`config.mk`:
```
export PLATFORM = sky130hd
export DESIGN_NAME = serializer_arbiter
export DESIGN_NICKNAME = d
export VERILOG_FILES = /design/src/rtl/serializer_arbiter.sv
export SDC_FILE = /design/constraint.sdc
export NUM_CORES = 1
export LEC_CHECK = 0
export ABC_AREA = 1
export CAP_MARGIN = 20
export CORE_MARGIN = 2
export CORE_UTILIZATION = 45
export CTS_BUF_LIST = sky130_fd_sc_hd__clkbuf_2 sky130_fd_sc_hd__clkbuf_4 sky130_fd_sc_hd__clkbuf_8
export CTS_CLUSTER_DIAMETER = 50
export DETAILED_ROUTE_END_ITERATION = 12
export GPL_ROUTABILITY_DRIVEN = 0
export HOLD_SLACK_MARGIN = 0.02
export MAX_ROUTING_LAYER = met4
export PLACE_DENSITY_LB_ADDON = 0.15
export SYNTH_ARGS = -nofsm -noshare
export SYNTH_HDL_FRONTEND = slang
export SYNTH_SLANG_ARGS = --single-unit
```
`constraint.sdc`:
```
create_clock -name clk -period 4.05 [get_ports clk]
set_clock_uncertainty 0.15 [all_clocks]
set_input_delay 0.81 -clock clk [delete_from_list [all_inputs] [get_ports clk]]
set_output_delay 0.81 -clock clk [all_outputs]
set_load 0.1 [all_outputs]
```
`src/rtl/serializer_arbiter.sv`:
```
// Round-robin arbiter that accepts one wide word at a time from NUM_REQ requesters
// and streams it out as SIZE_IN/SIZE_OUT narrow beats with valid/ready handshaking.
module serializer_arbiter #(
  parameter int NUM_REQ       = 4,
  parameter int SIZE_IN       = 32,
  parameter int SIZE_OUT      = 8,
  parameter int LITTLE_ENDIAN = 1
) (
  input  logic                         clk,
  input  logic                         reset,
  input  logic [NUM_REQ-1:0]           req_valid,
  output logic [NUM_REQ-1:0]           req_ready,
  input  logic [NUM_REQ*SIZE_IN-1:0]   req_data,
  input  logic                         output_ready,
  output logic                         output_valid,
  output logic [SIZE_OUT-1:0]          data_out,
  output logic [$clog2(NUM_REQ)-1:0]   grant_id,
  output logic                         last_beat
);

  localparam int BEATS = SIZE_IN / SIZE_OUT;
  localparam int ID_W  = $clog2(NUM_REQ);
  localparam int CNT_W = $clog2(BEATS);
  localparam logic [CNT_W-1:0] LAST_CNT = CNT_W'(BEATS - 1);

  generate
    if (NUM_REQ < 2 || (SIZE_IN % SIZE_OUT) != 0 || BEATS < 2) begin : g_bad_params
      $error("serializer_arbiter: need NUM_REQ>=2 and SIZE_IN a multiple (>=2x) of SIZE_OUT");
    end
  endgenerate

  typedef enum logic {IDLE, SERIAL} state_e;

  state_e               state_q, state_d;
  logic [SIZE_IN-1:0]   word_q, word_d;
  logic [CNT_W-1:0]     cnt_q, cnt_d;
  logic [ID_W-1:0]      grant_q, grant_d;
  logic [ID_W-1:0]      ptr_q, ptr_d;
  logic [ID_W-1:0]      winner, cand;
  logic [CNT_W-1:0]     sel;
  logic                 any_valid, load_en, beat_acc, word_hs;

  // Scan downward so the candidate closest to ptr_q+1 is the last (winning) write.
  always_comb begin
    winner    = '0;
    cand      = '0;
    any_valid = 1'b0;
    for (int k = NUM_REQ; k >= 1; k--) begin
      cand = ID_W'((int'(ptr_q) + k) % NUM_REQ);
      if (req_valid[cand]) begin
        winner    = cand;
        any_valid = 1'b1;
      end
    end
  end

  always_ff @(posedge clk) begin
    if (reset) begin
      state_q <= IDLE;
      cnt_q   <= '0;
      grant_q <= '0;
      ptr_q   <= ID_W'(NUM_REQ - 1);
    end else begin
      state_q <= state_d;
      cnt_q   <= cnt_d;
      grant_q <= grant_d;
      ptr_q   <= ptr_d;
    end
  end

  always_ff @(posedge clk) begin
    word_q <= word_d;
  end

  always_comb begin
    state_d = state_q;
    case (state_q)
      IDLE:    if (word_hs) state_d = SERIAL;
      SERIAL:  if (beat_acc && last_beat) state_d = word_hs ? SERIAL : IDLE;
      default: state_d = IDLE;
    endcase
  end

  always_comb begin
    output_valid = (state_q == SERIAL) && !reset;
    last_beat    = output_valid && (cnt_q == LAST_CNT);
    beat_acc     = output_valid && output_ready;
    load_en      = !reset && ((state_q == IDLE) || (beat_acc && last_beat));
    word_hs      = load_en && any_valid;
    req_ready    = '0;
    if (word_hs) req_ready[winner] = 1'b1;
  end

  always_comb begin
    word_d  = word_q;
    grant_d = grant_q;
    ptr_d   = ptr_q;
    cnt_d   = cnt_q;
    if (word_hs) begin
      word_d  = req_data[winner*SIZE_IN +: SIZE_IN];
      grant_d = winner;
      ptr_d   = winner;
      cnt_d   = '0;
    end else if (beat_acc) begin
      cnt_d = cnt_q + 1'b1;
    end
  end

  assign sel      = (LITTLE_ENDIAN != 0) ? cnt_q : (LAST_CNT - cnt_q);
  assign data_out = word_q[sel*SIZE_OUT +: SIZE_OUT];
  assign grant_id = grant_q;

endmodule

```
==> results of run 1 <==
-- metal layers --
metal	up-vias	global-route usage (%)	share of wire (%)
li1	1884	-	-
met5	-	-	0
met2	124	40.81	50
met1	1622	28.40	42
met3	12	3.638	6.1
met4	0	6.612	1.7
-- final timing paths --
kind | from | end | cells after the start
worst max-delay path | req_valid[2] | req_ready[2] | 12
worst min-delay path | grant_id[0]$_SDFFE_PP0P_ | grant_id[0]$_SDFFE_PP0P_ | 2
worst max register to register | ptr_q[0]$_SDFFE_PP1P_ | word_q[28]$_DFFE_PP_ | 12
worst min register to register | grant_id[0]$_SDFFE_PP0P_ | grant_id[0]$_SDFFE_PP0P_ | 2
-- report_power, final --
| group | switching, mW | internal, mW |
|---|---|---|
| Sequential | 0.0561 | 0.716 |
| Clock | 0.121 | 0.142 |
| Combinational | 1.70 | 0.771 |
| Total | 1.88 | 1.63 |
-- metrics by stage --
stage	hold WS, ns	utilization (%)	power, mW	area (sq um)	setup slack (ns)
finish	0.3233	70.22	3.510	4823	0.3562
global route	0.3605	70.22	3.815	4823	0.1719
global placement	0.3236	68.89	3.220	4732	0.4883
detailed placement	0.3164	68.89	3.256	4732	0.3524
CTS	0.3267	70.22	3.529	4823	0.3425
floorplan	0.3360	-	2.765	3253	0.01636
-- registers in the layout, indices dropped and copies added (netlist names) --
name / cells
grant_id: 2
cnt_q: 2
state_q: 1
word_q: 32
ptr_q: 2
-- placed cells by master, fill, tap and decap left out --
cell and count:
sky130_fd_sc_hd__ha_1 1, sky130_fd_sc_hd__edfxtp_1 32, sky130_fd_sc_hd__nor2_4 5, sky130_fd_sc_hd__o22ai_1 8
sky130_fd_sc_hd__nand2_1 195, sky130_fd_sc_hd__buf_4 18, sky130_fd_sc_hd__inv_2 3, sky130_fd_sc_hd__clkbuf_4 3
sky130_fd_sc_hd__a21oi_1 1, sky130_fd_sc_hd__buf_12 4, sky130_fd_sc_hd__nor2_1 17, sky130_fd_sc_hd__inv_1 77
sky130_fd_sc_hd__and2_1 1, sky130_fd_sc_hd__dfxtp_1 7, sky130_fd_sc_hd__nor3_1 1, sky130_fd_sc_hd__nor2_2 1
sky130_fd_sc_hd__o21ai_1 1, sky130_fd_sc_hd__nand2_2 6, sky130_fd_sc_hd__nand4_1 1, sky130_fd_sc_hd__nand3_2 1
sky130_fd_sc_hd__nand3b_1 1, sky130_fd_sc_hd__xor2_1 1, sky130_fd_sc_hd__nand3_1 105, sky130_fd_sc_hd__inv_4 1
sky130_fd_sc_hd__clkbuf_8 5, sky130_fd_sc_hd__clkdlybuf4s50_1 136, sky130_fd_sc_hd__o21ai_0 18
-- synthesized netlist by cell type (6+ instances only) --
master | n | area, sq um
sky130_fd_sc_hd__buf_2 | 12 | 60.06
sky130_fd_sc_hd__edfxtp_1 | 32 | 960.9
sky130_fd_sc_hd__o22ai_1 | 8 | 50.05
sky130_fd_sc_hd__buf_6 | 6 | 67.56
sky130_fd_sc_hd__inv_1 | 77 | 289.0
sky130_fd_sc_hd__nand2_1 | 195 | 732.0
sky130_fd_sc_hd__buf_4 | 10 | 75.07
sky130_fd_sc_hd__nor2_1 | 22 | 82.58
sky130_fd_sc_hd__dfxtp_1 | 7 | 140.1
sky130_fd_sc_hd__nand3_1 | 105 | 525.5
sky130_fd_sc_hd__o21ai_0 | 18 | 90.09
sky130_fd_sc_hd__nand2_2 | 6 | 37.54
-- critical path, stage by stage --
cell and delay (ns):
sky130_fd_sc_hd__clkdlybuf4s50_1 0.49, sky130_fd_sc_hd__nand2_1 0.07, sky130_fd_sc_hd__o21ai_1 0.12, sky130_fd_sc_hd__nand2_1 0.13, sky130_fd_sc_hd__nand2_1 0.09, sky130_fd_sc_hd__nand3_1 0.07, sky130_fd_sc_hd__nand3_1 0.08, sky130_fd_sc_hd__nand2_2 0.23
sky130_fd_sc_hd__inv_2 0.22, sky130_fd_sc_hd__nand2_1 0.13, sky130_fd_sc_hd__nor2_4 0.12, sky130_fd_sc_hd__buf_12 0.18
-- cell type report --
type | count | area (sq um)
tap | 96 | 120.1
timing repair buffer | 158 | 1577
multi-input combinational | 364 | 1628
sequential | 39 | 1101
clock buffer | 8 | 91.34
fill | 599 | 2046
inverter | 81 | 306.5
-- logic make-up (layout without fill, tap and decap cells) --
group	count (synthesis)	count (layout)	synth area share [%]
xor gates and xnor gates	1	1	0.2724
DFF	39	39	34.24
adders and majority gates	1	1	0.3890
and+or+nand+nor	334	334	44.12
buffers and inverters	113	247	16.30
AOI/OAI and AO/OA	28	28	4.669
==> parameters.txt, run 1 <==
Parameter                              Value

Floorplanning
  Cell Rows ... 30
  I/O Pins ... 151
  Die footprint ... 0.007838 sq mm
  Starting density of the core ... 46.81%
  Core Area ... 0.006869 sq mm
  Die H ... 88.53 um
  Overall die width ... 88.53 um

STA
  Number of max-slew violations in the final report ... 0
  Final Hold Vio Count ... 0
  Max Clock Freq ... 0.2707 GHz
  Post-route minimum period ... 3.694 ns
  Fraction of the cycle the final worst path needs ... 91.21%
  Count of final setup violators ... 0
  RSZ-0062 raised after global routing ... false
  Transition time of the tightest slew-check pin ... 0.9894 ns
  Remaining max-slew budget at the tightest pin ... 33.83%
  Final-layout setup total negative slack ... 0 ns

Critical path
  Worst R2R Setup Slack ... 1.58 ns
  Critical Path Start Type ... input pin
  Worst Setup End Kind ... output port
  Largest fanout on the critical path ... 16
  Worst setup path category ... input pin to output port
  Worst Path Arrival ... 2.73 ns
  Data required time at the worst endpoint ... 3.09 ns

Global route
  First-pass GRT wire length ... 14.11 mm
  Aggregate global routing overflow ... 0
  Maximum number of pins on one net before global-route repair ... 65
  Initial antenna violation count ... 0
  Total GRT Usage ... 23.53%
  Number of global-route vias before repair ... 3148

Place
  Detail Placement HPWL ... 6.915 mm
  IO Port Bufs ... 150
  Cell count after placement ... 738

Final layout
  Layout cells sized above 1 ... 7.231%
  Total number of nets in the final design ... 785
  Post-Layout Cell Count ... 746
  Antenna cell count ... 0
  Layout overhead on the synthesized area ... 50.00%

Clocking
  Number of resized instances in the post-cts repair step ... 0
  Post-CTS Hold Fix Bufs ... 0
  CTS clk-pin slew, worst paths ... 0.07 ns
  Clock sink total ... 39
  Worst-case clock buffer depth ... 2
  Clock buffers created by TritonCTS ... 5
  TritonCTS clock tree ... yes
  Buffer type at the clock tree root ... sky130_fd_sc_hd__clkbuf_8
  Count of buffers added by post-CTS timing repair for setup ... 0
  Clk Latency, worst-skew pair ... 0.28 ns
  H-tree depth ... 2

Route
  Avg Vias per Cell ... 4.882
  Total vias in the final route ... 3642
  Violation count after the first detailed-route iteration ... 181
  # DRC ... 0
  Pre-Repair DR Iteration Count ... 5
  Remaining number of nets flagged by the antenna check after routing ... 0
  Sum of routed wire length over all layers ... 9.241 mm
  Routed length per instance ... 12.39 um

Synthesis
  Count of mapped cells out of synthesis ... 516
  Share of async-settable or async-resettable flops after synthesis ... 0%
  Net count of the mapped netlist ... 652
  Number of synthesized flops with an enable pin ... 32
  Sequential fraction of the synthesis area ... 34.24%
  Yosys reg bits ... 39
  Per-instance average area after synthesis ... 6.232 sq um
  Yosys warning count ... 0
  Dominant synthesized flop cell ... sky130_fd_sc_hd__edfxtp_1
  Unique cell type count in the Yosys netlist ... 25
  Synth Cell Area ... 0.003216 sq mm

Pwr
  Worst voltage drop across the vdd grid ... 0.5717 mV
  Leakage power ... 2.398 nW
  Pwr dens ... 727.7 mW/mm^2

Status
  Result of the run ... finished, final reports clean

Hold path
  Worst hold path class ... flop to flop

Run
  Number of max-cap violations ... 0
No activity file was read; power rests on OpenSTA's default activity.
==> inputs of run 2 (changes only) <==
--- a/config.mk
+++ b/config.mk
@@ -7,12 +7,14 @@
 export LEC_CHECK = 0
 export ABC_AREA = 1
 export CAP_MARGIN = 20
+export CORE_ASPECT_RATIO = 0.5
 export CORE_MARGIN = 2
 export CORE_UTILIZATION = 45
 export CTS_BUF_LIST = sky130_fd_sc_hd__clkbuf_2 sky130_fd_sc_hd__clkbuf_4 sky130_fd_sc_hd__clkbuf_8
 export CTS_CLUSTER_DIAMETER = 50
 export DETAILED_ROUTE_END_ITERATION = 12
 export GPL_ROUTABILITY_DRIVEN = 0
+export GPL_TIMING_DRIVEN = 1
 export HOLD_SLACK_MARGIN = 0.02
 export MAX_ROUTING_LAYER = met4
 export PLACE_DENSITY_LB_ADDON = 0.15
==> run 2 against run 1 <==
  * Utilization rose by 0.82 points
  * Die area rose by 0.53%
  * Count of clock-buffer cells in the layout fell by 3
  * Flip-flop and latch count did not move
  * Hold slack improved by 0.0086 ns
  * Critical path depth did not move
  * Global-route usage rose by 1.1 points
  * Via count fell by 1.6%
  * First-iteration DRC count rose by 27%
  * Power rose by 1.7%
  * Non-clock buffer count did not move
  * Final area rose by 0.23%
  * Critical path type unchanged
==> parameters.txt, run 2 (synthesized netlist as in run 1, its figures left out) <==
Parameter                              Value

STA
  RSZ-0062 raised after global routing ... false
  Fraction of the cycle the final worst path needs ... 89.47% (-1.7 points)
  Max Clock Freq ... 0.2760 GHz (+1.9%)
  Final Hold Vio Count ... 0 (unchanged)
  Transition time of the tightest slew-check pin ... 0.9677 ns (-0.02170 ns)
  Final-layout setup total negative slack ... 0 ns (unchanged)
  Post-route minimum period ... 3.624 ns (-0.07026 ns)
  Count of final setup violators ... 0 (unchanged)
  Remaining max-slew budget at the tightest pin ... 35.28% (+1.5 points)
  Hold Worst Slack ... 0.3319 ns (+0.008573 ns)
  Number of max-slew violations in the final report ... 0 (unchanged)

Floorplanning
  Core Area ... 0.006805 sq mm (-0.93%)
  Overall die width ... 123.5 um (+40%)
  Die H ... 63.78 um (-28%)
  Starting density of the core ... 47.25% (+0.44 points)
  I/O Pins ... 151 (unchanged)
  Cell Rows ... 21 (-30%)
  Die footprint ... 0.007879 sq mm (+0.53%)

Clocking
  H-tree depth ... 2 (unchanged)
  Clk Latency, worst-skew pair ... 0.29 ns (about the same)
  Number of resized instances in the post-cts repair step ... 0 (unchanged)
  Clock sink total ... 39 (unchanged)
  TritonCTS clock tree ... yes
  Worst-case clock buffer depth ... 2 (unchanged)
  CTS clk-pin slew, worst paths ... 0.07 ns (about the same)
  Clock buffers created by TritonCTS ... 5 (unchanged)
  Buffer type at the clock tree root ... sky130_fd_sc_hd__clkbuf_8
  Post-CTS Hold Fix Bufs ... 0 (unchanged)
  Count of buffers added by post-CTS timing repair for setup ... 0 (unchanged)

Status
  Result of the run ... finished, final reports clean

Pwr
  Fraction of power consumed by sequential logic ... 22.0% (about the same)
  Switching power ... 1.901 mW (+1.1%)
  Clock Power Share ... 8.9% (+1.4 points)
  Pwr dens ... 738.0 mW/mm^2 (+1.4%)
  Part of the power in combinational logic ... 69.1% (-1.4 points)
  Leakage power ... 2.404 nW (+0.24%)
  Fraction of power spent switching nets ... 53.27% (-0.32 points)
  Worst voltage drop across the vdd grid ... 0.5150 mV (-9.9%)
  Internal power ... 1.668 mW (+2.3%)

Run
  Number of max-cap violations ... 0 (unchanged)

Route
  Remaining number of nets flagged by the antenna check after routing ... 0 (unchanged)
  Avg Vias per Cell ... 4.827 (-1.1%)
  Sum of routed wire length over all layers ... 9.191 mm (-0.54%)
  Total vias in the final route ... 3582 (-1.6%)
  Violation count after the first detailed-route iteration ... 230 (+27%)
  Pre-Repair DR Iteration Count ... 4 (-1)
  Routed length per instance ... 12.39 um (about the same)
  # DRC ... 0 (unchanged)

Global route
  Number of global-route vias before repair ... 3244 (+3.0%)
  Initial antenna violation count ... 0 (unchanged)
  Maximum number of pins on one net before global-route repair ... 65 (unchanged)
  Total GRT Usage ... 24.60% (+1.1 points)
  Aggregate global routing overflow ... 0 (unchanged)
  First-pass GRT wire length ... 15.01 mm (+6.4%)

Final layout
  Most frequent standard cell in the layout excluding fill and tap cells ... sky130_fd_sc_hd__nand2_1
  Register with the most flip-flops ... word_q
  Total number of nets in the final design ... 785 (unchanged)
  Summed area of non-filler cells in the final layout ... 0.004835 sq mm (+0.23%)
  Filler Cells Inserted ... 602 (+0.50%)
  Layout cells sized above 1 ... 7.077% (-0.15 points)
  Sequential standard cell area ... 0.001101 sq mm (unchanged)
  Antenna cell count ... 0 (unchanged)
  Highest-count cells in the layout ignoring fill and taps ... sky130_fd_sc_hd__nand2_1, sky130_fd_sc_hd__clkdlybuf4s50_1, sky130_fd_sc_hd__nand3_1, sky130_fd_sc_hd__inv_1, sky130_fd_sc_hd__edfxtp_1
  Number of flip-flops under the largest register name ... 32 (unchanged)
  Area of the multi-input gates ... 0.001628 sq mm (unchanged)
  Layout overhead on the synthesized area ... 50.35%

Critical path
  Worst R2R Setup Slack ... 1.59 ns (about the same)
  Worst Setup End Kind ... output port
  Data required time at the worst endpoint ... 3.09 ns (about the same)
  Largest delay share family, worst path ... buffers and inverters
  Crit-path most repeated cell ... sky130_fd_sc_hd__nand2_1
  Critical Path Start Type ... input pin
  Worst setup path category ... input pin to output port
  Slowest Stage Delay on Critical Path ... 0.45 ns (-0.04 ns)
  Worst Path Arrival ... 2.66 ns (-0.07 ns)
  Cell chain of the critical path ... clkdlybuf4s50_1 -> inv_1 -> o21ai_1 -> nand2_1 -> nand2_1 -> nand3_1 -> nand3_1 -> nand2_2 -> inv_2 -> nand2_1 -> nor2_4 -> buf_12
  Largest fanout on the critical path ... 14 (-2)
  Buf/Inv on CP ... 4 (+1)
  Standard cell with the maximum stage delay on the critical path ... sky130_fd_sc_hd__clkdlybuf4s50_1

Place
  Instance area at placement ... 0.004727 sq mm (-0.11%)
  Detail Placement HPWL ... 6.747 mm (-2.4%)
  IO Port Bufs ... 150 (unchanged)

Hold path
  Worst hold path class ... flop to flop
## run 2: cell types whose count changed in the layout (fill, tap and decap cells not counted), sizes merged
cell,change
clkinv,+2
clkbuf,-3
bufinv,+1
## run 2: power by group through the flow
stage                     combinational, mW  sequential [mW]  clock, mW
after floorplan                        1.95            0.820          0
after global placement                 2.44            0.786          0
after detailed placement               2.47            0.788          0
after CTS                              2.47            0.784      0.323
after global routing                   2.74            0.800      0.337
final                                  2.46            0.786      0.318
## run 2: cell type report
cell class                 count  share of cell area (%)
clock inverter                 3                  0.8023
tap                           92                   2.381
sequential                    39                   22.77
timing repair buffer         158                   32.61
inverter                      81                   6.341
clock buffer                   5                   1.423
multi-input combinational    364                   33.67
## run 2: metal layers
metal  global-route usage [%]  wire (um)
met1                    32.55       4256
met5                        -          0
met4                    4.545         54
met3                    3.571        569
met2                    40.73       4310
## run 2: per-stage QoR
step                      worst slack, ns  util (%)  power (mW)  instances
final                              0.4264     71.04       3.568        742
after CTS                          0.4413     71.04       3.578        742
after floorplan                   0.01636         -       2.765        516
after detailed placement           0.4457     69.46       3.256        734
after global placement             0.5045     69.46       3.222        734
after global routing               0.2742     71.04       3.878        742
## run 2: worst register-to-register path, delay by kind of cell, from the launching register on
family / cells / cell delay, ns
buf+inv: 2 / 0.62
simple gates: 10 / 0.94
flops: 1 / 0.51
## run 2: final timing paths
kind / start / to / cells after the start
max reg2reg: ptr_q[0]$_SDFFE_PP1P_ / word_q[19]$_DFFE_PP_ / 12
max: req_valid[3] / req_ready[2] / 12
min: grant_id[0]$_SDFFE_PP0P_ / grant_id[0]$_SDFFE_PP0P_ / 2
min reg2reg: grant_id[0]$_SDFFE_PP0P_ / grant_id[0]$_SDFFE_PP0P_ / 2
==> inputs of run 3 (changes only) <==
--- a/config.mk
+++ b/config.mk
@@ -17,7 +17,8 @@
 export GPL_TIMING_DRIVEN = 1
 export HOLD_SLACK_MARGIN = 0.02
 export MAX_ROUTING_LAYER = met4
-export PLACE_DENSITY_LB_ADDON = 0.15
+export PLACE_DENSITY_LB_ADDON = 0.25
+export SKIP_LAST_GASP = 1
 export SYNTH_ARGS = -nofsm -noshare
 export SYNTH_HDL_FRONTEND = slang
 export SYNTH_SLANG_ARGS = --single-unit
==> run 3 against run 2 <==
  * Combinational power barely moved
  * Global-route usage is 0.45 points lower
  * Utilization fell by 0.28 points
  * Worst setup slack improved by 0.094 ns
  * Power down 2.0%
  * Largest cell class unchanged
  * Clock power shrank 16%
  * Critical path type unchanged
==> parameters.txt, run 3 (synthesized netlist as in run 1, its figures left out) <==
Parameter                              Value

Clocking
  Clock sink total ... 39 (unchanged)
  Post-CTS Hold Fix Bufs ... 0 (unchanged)
  Count of buffers added by post-CTS timing repair for setup ... 0 (unchanged)
  TritonCTS clock tree ... yes
  Buffer type at the clock tree root ... sky130_fd_sc_hd__clkbuf_8
  CTS clk-pin slew, worst paths ... 0.07 ns (about the same)
  Worst-case clock buffer depth ... 2 (unchanged)
  Clock buffers created by TritonCTS ... 5 (unchanged)
  H-tree depth ... 2 (unchanged)
  Clk Latency, worst-skew pair ... 0.29 ns (about the same)
  Number of resized instances in the post-cts repair step ... 0 (unchanged)

STA
  Post-route minimum period ... 3.529 ns (-0.09409 ns)
  Fraction of the cycle the final worst path needs ... 87.15% (-2.3 points)
  Transition time of the tightest slew-check pin ... 0.9845 ns (+0.01678 ns)
  RSZ-0062 raised after global routing ... false
  Final Hold Vio Count ... 0 (unchanged)
  Number of max-slew violations in the final report ... 0 (unchanged)
  Remaining max-slew budget at the tightest pin ... 34.16% (-1.1 points)
  Count of final setup violators ... 0 (unchanged)
  Final-layout setup total negative slack ... 0 ns (unchanged)
  Max Clock Freq ... 0.2833 GHz (+2.7%)
  Hold Worst Slack ... 0.3263 ns (-0.005589 ns)

Critical path
  Worst setup path category ... input pin to output port
  Cell chain of the critical path ... clkdlybuf4s50_1 -> nor2_4 -> nand2_1 -> o21ai_0 -> nand3_1 -> inv_2 -> nand2_1 -> nor2_4 -> buf_12
  Worst Setup End Kind ... output port
  Largest fanout on the critical path ... 6 (-8)
  Worst R2R Setup Slack ... 1.60 ns (about the same)
  Data required time at the worst endpoint ... 3.09 ns (about the same)
  Critical Path Start Type ... input pin
  Slowest Stage Delay on Critical Path ... 0.50 ns (+0.05 ns)
  Beginning of the worst register-to-register path ... ptr_q[0]$_SDFFE_PP1P_
  Worst Path Arrival ... 2.57 ns (-0.09 ns)
  Standard cell with the maximum stage delay on the critical path ... sky130_fd_sc_hd__clkdlybuf4s50_1
  End of the worst register-to-register path ... word_q[4]$_DFFE_PP_
  Count of cells along the worst register-to-register path ... 12 (unchanged)

Pwr
  Worst voltage drop across the vdd grid ... 0.5308 mV (+3.1%)
  Fraction of power spent switching nets ... 53.66% (+0.40 points)
  Fraction of power consumed by sequential logic ... 22.4% (+0.4 points)
  Pwr Total ... 3.498 mW (-2.0%)
  Part of the power in combinational logic ... 69.9% (+0.8 points)
  Clock Power Share ... 7.7% (-1.2 points)
  Leakage power ... 2.397 nW (-0.27%)
  Switching power ... 1.877 mW (-1.2%)
  Pwr dens ... 726.4 mW/mm^2 (-1.6%)
  Internal power ... 1.621 mW (-2.8%)

Route
  Violation count after the first detailed-route iteration ... 207 (-10%)
  Total vias in the final route ... 3593 (+0.31%)
  # DRC ... 0 (unchanged)
  Sum of routed wire length over all layers ... 9.044 mm (-1.6%)
  Pre-Repair DR Iteration Count ... 4 (unchanged)
  Avg Vias per Cell ... 4.842 (+0.31%)
  Routed length per instance ... 12.19 um (-1.6%)
  Remaining number of nets flagged by the antenna check after routing ... 0 (unchanged)

Final layout
  Highest-count cells in the layout ignoring fill and taps ... sky130_fd_sc_hd__nand2_1, sky130_fd_sc_hd__clkdlybuf4s50_1, sky130_fd_sc_hd__nand3_1, sky130_fd_sc_hd__inv_1, sky130_fd_sc_hd__edfxtp_1
  Post-Layout Cell Count ... 742 (unchanged)
  Final design utilization ... 70.77% (-0.28 points)
  Register with the most flip-flops ... word_q
  Antenna cell count ... 0 (unchanged)
  Layout cells sized above 1 ... 7.231% (+0.15 points)
  Most frequent standard cell in the layout excluding fill and tap cells ... sky130_fd_sc_hd__nand2_1
  Number of flip-flops under the largest register name ... 32 (unchanged)
  Total number of nets in the final design ... 785 (unchanged)
  Filler Cells Inserted ... 591 (-1.8%)
  Layout overhead on the synthesized area ... 49.77%

Hold path
  Hold wc startpoint ... grant_id[0]$_SDFFE_PP0P_
  Worst hold path class ... flop to flop
  End point of the worst hold path ... grant_id[0]$_SDFFE_PP0P_
  Number of instances on the worst hold path ... 2 (unchanged)

Global route
  Initial antenna violation count ... 0 (unchanged)
  Maximum number of pins on one net before global-route repair ... 65 (unchanged)
  Number of global-route vias before repair ... 3268 (+0.74%)
  Total GRT Usage ... 24.15% (-0.45 points)
  First-pass GRT wire length ... 14.70 mm (-2.0%)
  Aggregate global routing overflow ... 0 (unchanged)

Floorplanning
  Core Area ... 0.006805 sq mm (unchanged)
  Die footprint ... 0.007879 sq mm (unchanged)
  Die H ... 63.78 um (unchanged)
  Starting density of the core ... 47.25% (unchanged)
  Cell Rows ... 21 (unchanged)
  I/O Pins ... 151 (unchanged)
  Overall die width ... 123.5 um (unchanged)

Place
  Cell count after placement ... 734 (unchanged)
  IO Port Bufs ... 150 (unchanged)
  Detail Placement HPWL ... 6.556 mm (-2.8%)

Status
  Result of the run ... finished, final reports clean

Run
  Number of max-cap violations ... 0 (unchanged)
[run 3: layer usage]
metal | wire length, um | GRT usage, %
met3 | 560 | 4.196
met2 | 4237 | 40.32
met1 | 4203 | 31.27
met4 | 42 | 4.403
met5 | 0 | -
[run 3: layout make-up]
type / count / area, sq um / share of cell area [%]
tap: 92 / 115.1 / 2.390
multi-input combinational: 364 / 1628 / 33.80
clock inverter: 1 / 5.005 / 0.1039
inverter: 81 / 306.5 / 6.365
clock buffer: 7 / 83.83 / 1.741
sequential: 39 / 1101 / 22.86
timing repair buffer: 158 / 1577 / 32.74
[run 3: worst max path at each step]
stage                      start           end  slack, ns  depth (start not counted)
detailed placement         reset  req_ready[0]       0.51                          9
global placement           reset  req_ready[1]       0.60                          9
finish                     reset  req_ready[0]       0.52                          9
global route        req_valid[3]  req_ready[0]       0.34                         12
CTS                        reset  req_ready[0]       0.50                          9
floorplan                  reset  req_ready[0]       0.02                          7
[run 3: power by group through the flow]
| stage | Sequential, mW | Clock (mW) | Combinational, mW |
|---|---|---|---|
| final | 0.784 | 0.268 | 2.45 |
| after global routing | 0.800 | 0.292 | 2.73 |
| after global placement | 0.784 | 0 | 2.43 |
| after floorplan | 0.820 | 0 | 1.95 |
| after detailed placement | 0.787 | 0 | 2.46 |
| after CTS | 0.782 | 0.272 | 2.46 |
[run 3: critical path: cells and delay by family]
kind / cells / cell delay (ns)
AO/OA/AOI/OAI: 1 / 0.21
AND/OR/NAND/NOR: 5 / 0.71
buffers and inverters: 3 / 0.83
[run 3: per-stage QoR]
stage                     area, sq um  worst slack (ns)
after global routing             4816            0.3388
after global placement           4727            0.5984
after CTS                        4816            0.5022
after floorplan                  3253           0.01636
final                            4816            0.5205
after detailed placement         4727            0.5118
